$ cat src/rtl/riscv_pkg.sv
// rtl/riscv_pkg.sv - shared RV32I writeback encodings
// Purpose: writeback result-select encodings and load funct3 codes shared
//          by the writeback stage and its load extension helper.
// Ports:   none (package).
package riscv_pkg;

    // Writeback result source select; the unused 2'b11 code behaves as ALU.
    typedef enum logic [1:0] {
        RES_ALU  = 2'b00,
        RES_LOAD = 2'b01,
        RES_PC4  = 2'b10,
        RES_RSVD = 2'b11
    } result_src_e;

    // Load size/sign codes (funct3 of the load opcode).
    localparam logic [2:0] F3_LB  = 3'b000;
    localparam logic [2:0] F3_LH  = 3'b001;
    localparam logic [2:0] F3_LW  = 3'b010;
    localparam logic [2:0] F3_LBU = 3'b100;
    localparam logic [2:0] F3_LHU = 3'b101;

endpackage

$ cat src/rtl/load_extend.sv
// rtl/load_extend.sv - load lane select and sign/zero extension
// Purpose: picks the byte/halfword lane out of an aligned memory word and
//          extends it to 32 bits according to the load funct3.
// Ports:   i_data   - raw aligned word from data memory
//          i_offset - byte offset within the word (address bits [1:0])
//          i_funct3 - load size/sign code
//          o_data   - extended load result
module load_extend
    import riscv_pkg::*;
(
    input  logic [31:0] i_data,
    input  logic [1:0]  i_offset,
    input  logic [2:0]  i_funct3,
    output logic [31:0] o_data
);

    logic [7:0]  w_byte;
    logic [15:0] w_half;

    always_comb begin
        w_byte = i_data[7:0];
        case (i_offset)
            2'd0: w_byte = i_data[7:0];
            2'd1: w_byte = i_data[15:8];
            2'd2: w_byte = i_data[23:16];
            2'd3: w_byte = i_data[31:24];
            default: w_byte = i_data[7:0];
        endcase
    end

    // Only offset bit 1 picks the halfword; misaligned halfwords trap
    // upstream so bit 0 is don't-care here.
    assign w_half = i_offset[1] ? i_data[31:16] : i_data[15:0];

    always_comb begin
        o_data = i_data;
        case (i_funct3)
            F3_LB:   o_data = {{24{w_byte[7]}}, w_byte};
            F3_LBU:  o_data = {24'd0, w_byte};
            F3_LH:   o_data = {{16{w_half[15]}}, w_half};
            F3_LHU:  o_data = {16'd0, w_half};
            F3_LW:   o_data = i_data;
            default: o_data = i_data;   // undefined load codes pass the raw word
        endcase
    end

endmodule

$ cat src/rtl/writeback_regfile.sv
// rtl/writeback_regfile.sv - RV32I writeback stage and integer register file
// Purpose: selects/extends the writeback result, commits it to the 32x32
//          register file, serves two decode read ports with write-first
//          bypass, and counts retired instructions.
// Ports:   clk, rst (async, active-low)
//          ValidW, RegWriteW, ResultSrcW, Funct3W, ALUResultW, ReadDataW,
//          PCPlus4W, rdW  - MEM/WB pipeline register outputs
//          rs1D, rs2D     - decode source indices
//          RD1D, RD2D     - decode source operands
//          ResultW        - writeback value (also to forwarding muxes)
//          InstRetW       - 64-bit retired-instruction count
module writeback_regfile
    import riscv_pkg::*;
#(
    parameter int XLEN  = 32,
    parameter int NREGS = 32
) (
    input  logic            clk,
    input  logic            rst,
    input  logic            ValidW,
    input  logic            RegWriteW,
    input  logic [1:0]      ResultSrcW,
    input  logic [2:0]      Funct3W,
    input  logic [XLEN-1:0] ALUResultW,
    input  logic [XLEN-1:0] ReadDataW,
    input  logic [XLEN-1:0] PCPlus4W,
    input  logic [4:0]      rdW,
    input  logic [4:0]      rs1D,
    input  logic [4:0]      rs2D,
    output logic [XLEN-1:0] RD1D,
    output logic [XLEN-1:0] RD2D,
    output logic [XLEN-1:0] ResultW,
    output logic [63:0]     InstRetW
);

    logic [XLEN-1:0] r_regs [NREGS];
    logic [63:0]     r_instret;
    logic [XLEN-1:0] w_load;
    logic            w_we;

    load_extend u_load_extend (
        .i_data   (ReadDataW),
        .i_offset (ALUResultW[1:0]),
        .i_funct3 (Funct3W),
        .o_data   (w_load)
    );

    always_comb begin
        ResultW = ALUResultW;
        case (result_src_e'(ResultSrcW))
            RES_LOAD: ResultW = w_load;
            RES_PC4:  ResultW = PCPlus4W;
            default:  ResultW = ALUResultW;
        endcase
    end

    // x0 is never written, so its slot stays at its reset value of zero.
    assign w_we = ValidW & RegWriteW & (rdW != 5'd0);

    // Flip-flop array rather than RAM so the whole file clears on reset.
    always_ff @(posedge clk or negedge rst) begin
        if (!rst) begin
            for (int i = 0; i < NREGS; i++) begin
                r_regs[i] <= '0;
            end
        end else if (w_we) begin
            r_regs[rdW] <= ResultW;
        end
    end

    always_ff @(posedge clk or negedge rst) begin
        if (!rst) begin
            r_instret <= '0;
        end else if (ValidW) begin
            r_instret <= r_instret + 64'd1;
        end
    end

    assign InstRetW = r_instret;

    // Write-first bypass: a same-cycle commit to the source register is
    // forwarded so decode never sees the stale array value. Reads return
    // zero while reset is held.
    always_comb begin
        RD1D = '0;
        if (rst && rs1D != 5'd0) begin
            RD1D = (w_we && rs1D == rdW) ? ResultW : r_regs[rs1D];
        end
    end

    always_comb begin
        RD2D = '0;
        if (rst && rs2D != 5'd0) begin
            RD2D = (w_we && rs2D == rdW) ? ResultW : r_regs[rs2D];
        end
    end

endmodule

$ cat config.mk
export PLATFORM = sky130hd
export DESIGN_NAME = writeback_regfile
export DESIGN_NICKNAME = d
export VERILOG_FILES = /design/src/rtl/riscv_pkg.sv /design/src/rtl/load_extend.sv /design/src/rtl/writeback_regfile.sv
export SDC_FILE = /design/constraint.sdc
export NUM_CORES = 2
export LEC_CHECK = 0
export CAP_MARGIN = 30
export CORE_AREA = 2 2 326 328
export CTS_CLUSTER_SIZE = 20
export DETAILED_ROUTE_END_ITERATION = 12
export DIE_AREA = 0 0 328 330
export HOLD_SLACK_MARGIN = 0.08
export PLACE_DENSITY = 0.73
export SLEW_MARGIN = 20
export SYNTH_ARGS = -nofsm -noshare
export SYNTH_HDL_FRONTEND = slang
export SYNTH_SLANG_ARGS = --single-unit
$ cat constraint.sdc
create_clock -name clk -period 3.5 [get_ports clk]
set_input_delay 0.35 -clock clk [delete_from_list [all_inputs] [get_ports clk]]
set_output_delay 0.35 -clock clk [all_outputs]
set_load 0.02 [all_outputs]
# Yosys cells after proc, flatten, opt, wreduce, memory -nomap -nowiden

Cells that the tools add are included.

Register bits: 1,088
Word-level logic and storage cells: 80
Output and inout port bits: 160
Input port bits: 120

Bitwise logic cells: 5
Multiplexer cells: 17
$add $sub $neg: 1
Reductions and logical operators: 10
Equal/unequal tests: 10
$lt $le $gt $ge: 4

Operators by type and width:

| operator                | count |
|---|---|
| $bwmux W1024            | 1 |
| $bmux W32 S5            | 2 |
| $mux W32                | 9 |
| $demux W32 S5           | 1 |
| $pmux W32 S4            | 1 |
| $add A64 B1 Y64 const B | 1 |
| $pmux W32 S2            | 1 |
| $pmux W8 S4             | 1 |
| $ge A6 B6 Y1 const B    | 3 |
| $not A5 Y6              | 3 |
| $mux W16                | 1 |
| $reduce_bool A5 Y1      | 3 |
| $eq A5 B5 Y1            | 2 |
| $eq A2 B2 Y1 const B    | 3 |
| $eq A3 B3 Y1 const B    | 2 |
| $lt A6 B1 Y1 const B    | 1 |
| $logic_and A1 B1 Y1     | 5 |
| $eq A2 B1 Y1 const B    | 2 |
| $eq A3 B1 Y1 const B    | 1 |
| $logic_not A3 Y1        | 1 |
| $and A1 B1 Y1           | 2 |
| $logic_not A2 Y1        | 1 |

# Longest topological paths before layout

Word-level depth: 6
Depth in mapped cells: 11
Depth with buffers taken out: 9

# Modules after synthesis

Synthesis repeated with hierarchy kept, for this count alone.

Cell total of the unflattened synthesis: 5,365
Area, all modules: 56,601.8 sq um

Modules (own cells, without submodules):

| module            | times used | seq. area each (sq um) | area each (sq um) | cells each |
|---|---|---|---|---|
| writeback_regfile | 1          | 27,226.1               | 55,933.6          | 5,254 |
| load_extend       | 1          | 0.0                    | 668.1             | 111 |

# Least setup slack after synthesis

Ideal clock, no wire load.

Kind: input to output
Start point: input ResultSrcW[1]
End point: output RD2D[28]
Path buffers: 2
Data arrival time: 2,305 ps
Data required time: 3,150 ps
Slack: 845 ps
Stages: 11
Cells stage by stage: inv_1 ha_1 clkbuf_1 nor2b_1 nand3_1 nor2_4 nor2b_1 clkbuf_1 inv_1 nor2_1 a211oi_1

Word-level cells in the longest chain between the ends: 4
Elaborated cells between the ends (all ways): 5
Those cells by class: eq/ne (2); mux (3)

Ends and longest elaborated chain:

| element                                             | line                    | RTL |
|---|---|---|
| from (decl)                                         | writeback_regfile.sv:22 | `input logic [1:0] ResultSrcW,` |
| $eq A2 B2 Y1 / $eq A2 B1 Y1 (equally long branches) | writeback_regfile.sv:50 | `case (result_src_e'(ResultSrcW))` |
| $pmux W32 S2 *                                      | writeback_regfile.sv:50 |  |
| named net ResultW[28]                               | writeback_regfile.sv:32 | `output logic [XLEN-1:0] ResultW,` |
| $mux W32 *                                          | writeback_regfile.sv:94 | `RD2D = (w_we && rs2D == rdW) ? ResultW : r_regs[rs2D];` |
| $mux W32 *                                          | writeback_regfile.sv:93 | `if (rst && rs2D != 5'd0) begin` |
| to (decl)                                           | writeback_regfile.sv:31 | `output logic [XLEN-1:0] RD2D,` |

Mark *: on every way through the listed nets, which the timed path passes. The rest lies on a longest branch.

# Worst setup path after layout

Start point: input ReadDataW[15]
End point: output RD2D[14]

Word-level cells in the longest chain between the ends: 5

Ends and longest elaborated chain:

| element      | line                    | RTL |
|---|---|---|
| from (decl)  | writeback_regfile.sv:25 | `input logic [XLEN-1:0] ReadDataW,` |
| $pmux W8 S4  | load_extend.sv:22       | `case (i_offset)` |
| $pmux W32 S4 | load_extend.sv:37       | `case (i_funct3)` |
| $pmux W32 S2 | writeback_regfile.sv:50 |  |
| $mux W32     | writeback_regfile.sv:94 |  |
| $mux W32     | writeback_regfile.sv:93 |  |

No other way between the ends.

==> reports/metrics.cfg <==
[setup_path]
slowest_delay_ps = 570
critical_path_class = in -> out
cp_cell_sequence = clkdlybuf4s50_1, mux4_2, buf_4, a2111oi_4, a2111oi_1, nor2_2, buf_4, buf_4, o21ai_1, dlygate4sd2_1
startpoint_type = input port
cp.required_ps = 3150
cp_max_fo = 14
rrSetupSlack_ps = 1140
end_kind = primary output
critPathBufInv = 5
cp_slowest_cell = mux4_2
crit_top_cell = buf_4
crit_family = buffers and inverters
critical_path_arrival_ps = 3120

[sta]
layout_setup_ws_ps = 33.5
fin_crit_sh_pct = 99.0
relSlewSlack_pct = 33.6
worst_pin_slew_ps = 996
slew_violations = 0
whs_ps = 159
finalSetupViolCount = 0
hold_violations = 0
clock.fmax_mhz = 288
final.setup_skew_ps = 20.3
fin_crit_ps = 3470

[yosys]
postSynthNetCount = 5453
async_reset_ff_share_pct = 100
synth_mux_area_share_pct = 21.4
synthAdderAreaFrac_pct = 0.0657
synth.yosys.seq_area_share_pct = 47.7
ys_ff_latch = 1088
yosysWarnings = 0
syn_area_sq_um = 57100
synth_compound_area_share_pct = 14.4
ys.flop_type = dfrtp_1
synthSimpleGateAreaFrac_pct = 10.7
avgSynthCellArea_sq_um = 10.7
syn-instance-count = 5330
synth_edf_count = 0
synth.distinct_cells = 65
synth_top_family_by_area = multiplexers
yosys.area_share.xor_xnor_pct = 1.12

[final_layout]
final_area_sq_um = 68100
syn_to_final_growth_pct = 19.2
fillerInstances = 7654
fin_nets = 5682
final_core_util_pct = 65.1
drive_above_1_share_pct = 21.4

[die]
fp.dieW_microns = 328
core_area_sq_um = 105000
rows = 119
dieArea_sq_um = 108000
pin_count = 280
die_h_microns = 330
initial_core_util_pct = 54.6

[routing]
drc = 0
vias = 47800
ant_nets = 0
vias_per_cell = 6.79
drt-initial-drc-count = 6247
wl_per_cell_microns = 28.3
drt-pass1-iter-count = 6
drt-total-wl_microns = 200000

[place]
dpl.hpwl_microns = 127000
portBuffers = 279
pre_cts_slack_ps = -334
place_area_sq_um = 64000
gp_congestion = 0.943

[global_route]
grt_use_total_pct = 36.9
grt-ovfl-total = 0
grt_max_degree = 178
grt_pass1_wl_microns = 298000
first_global_vias = 47500
antenna_found_initial = 4

[clock_network]
worstSkewPairLatency_ps = 730
cts_buffers = 112
cts-root-buf = clkbuf_16
clock_path_buffers = 3
cts_tree = done
clkSinkCount = 1088
htree_levels = 3
path_clk_slew_ps = 60

[power]
leakagePower_uw = 0.0295
peakVddDrop_mv = 0.415
power_density_nw_per_um2 = 545
totalPowerFinal_uw = 37100

[job]
maxCapViolCount = 0

[min_path]
hp-class = in -> async

[outcome]
status = finished, final reports clean

## metrics by stage
stage,cells,TNS (ps)
2_1_floorplan,5330,0
3_3_place_gp,6819,-15650
3_5_place_dp,6821,-10810
4_1_cts,7036,0
5_1_grt,7044,-43.1
6_report,7045,0
## cells in the mapped netlist, drive strengths merged, types with 9 or more instances
cell type	instances	area (sq um)
buf	197	981
o21ai	379	1900
mux2i	65	663
o211ai	14	105
dfrtp	1088	27200
nand3b	11	82.6
nor3	27	135
nand2b	18	113
a211oi	30	370
o221ai	67	587
nand2	455	1710
inv	113	424
clkbuf	344	1290
a32oi	13	114
nand3	76	380
o22ai	122	763
nand4	23	144
o2bb2ai	9	78.8
or3	13	81.3
xnor2	40	350
or4	11	82.6
mux2	60	676
xor2	33	289
nor2	748	2820
nor4	19	146
nor2b	16	100
a22oi	36	270
and3	17	106
mux4	483	10900
a21oi	730	3650
## sequential cells by signal, summed over array words and instances (netlist names)
| signal | count |
|---|---|
| r_regs | 1024 |
| InstRetW | 64 |
## layout make-up
class / count / area (sq um) / area share (%)
multi-input cells: 3587 / 27700 / 40.6
clock inverters: 50 / 624 / 0.916
clock buffers: 157 / 3200 / 4.70
repair buffers: 656 / 7240 / 10.6
inverters: 114 / 428 / 0.628
flip-flops and latches: 1088 / 27200 / 40.0
well taps: 1391 / 1740 / 2.55
diodes: 2 / 5.00 / 0.00735
## cell usage in the layout (no fill, tap or decap), types with 18 or more instances in the layout
cell and n:
dfrtp_1 1088, a21oi_1 730, nor2_1 729, mux4_2 483
nand2_1 448, o21ai_0 342, buf_4 257, clkdlybuf4s50_1 185
buf_12 124, o22ai_1 121, clkbuf_16 112, inv_1 111
nand3_1 75, o221ai_1 67, mux2i_1 64, mux2_2 60
dlygate4sd2_1 48, xnor2_1 40, o21ai_1 36, a22oi_1 36
xor2_1 33, nor3_1 26, dlymetal6s2s_1 26, nand4_1 23
clkbuf_8 23, clkbuf_1 22, clkinv_2 18
## layer usage
layer	share of wire [%]	global-route usage, %	wire length (microns)	vias up
li1	-	-	-	19800
met2	44	54.8	88400	3503
met4	5.7	19.6	11500	2
met1	36	48.3	71200	23800
met5	0.0045	0	9	-
met3	14	12.8	28600	725
## what timing repair did
item,CTS,global route
pin swaps,5,6
endpoints found under the hold margin,346,0
setup endpoints to repair,63,49
gates resized for setup,60,37
setup buffers,7,4
hold buffers,1,0
## worst reg2reg max path, stage by stage, from the launching register on
cell and delay [ps]:
dfrtp_1 440, nand4_1 230, nor4_4 590, nand2_2 300, or4_1 550, xnor2_1 140
## cells by family (layout without fill, tap and decap cells)
group | Yosys count | in the layout
AO/OA/AOI/OAI | 1440 | 1440
XOR/XNOR | 73 | 73
adder cells (fa/ha/maj) | 3 | 3
buffers and inverters | 655 | 977
flip-flops | 1088 | 1088
multiplexers | 608 | 608
other | 0 | 2
AND/OR/NAND/NOR | 1463 | 1463
## path summary, 6_finish.rpt
check | from | end | cells after the start
max reg2reg | InstRetW[10]$_DFFE_PN0P_ | InstRetW[56]$_DFFE_PN0P_ | 5
max | ReadDataW[15] | RD2D[14] | 10
min reg2reg | r_regs[1019]$_DFFE_PN0P_ | r_regs[1019]$_DFFE_PN0P_ | 0
min in group clk | r_regs[1019]$_DFFE_PN0P_ | r_regs[1019]$_DFFE_PN0P_ | 0
min | rst | r_regs[670]$_DFFE_PN0P_ | 2
max in group asynchronous | rst | r_regs[230]$_DFFE_PN0P_ | 4
## where the power goes
part           internal (uW)  leakage, uW  switching, uW  total, uW
Sequential             14600       0.0141           1640      16300
Clock                   7200      0.00186           5370      12600
Combinational           4060       0.0135           4230       8290
(Power assumes the default switching activity.)
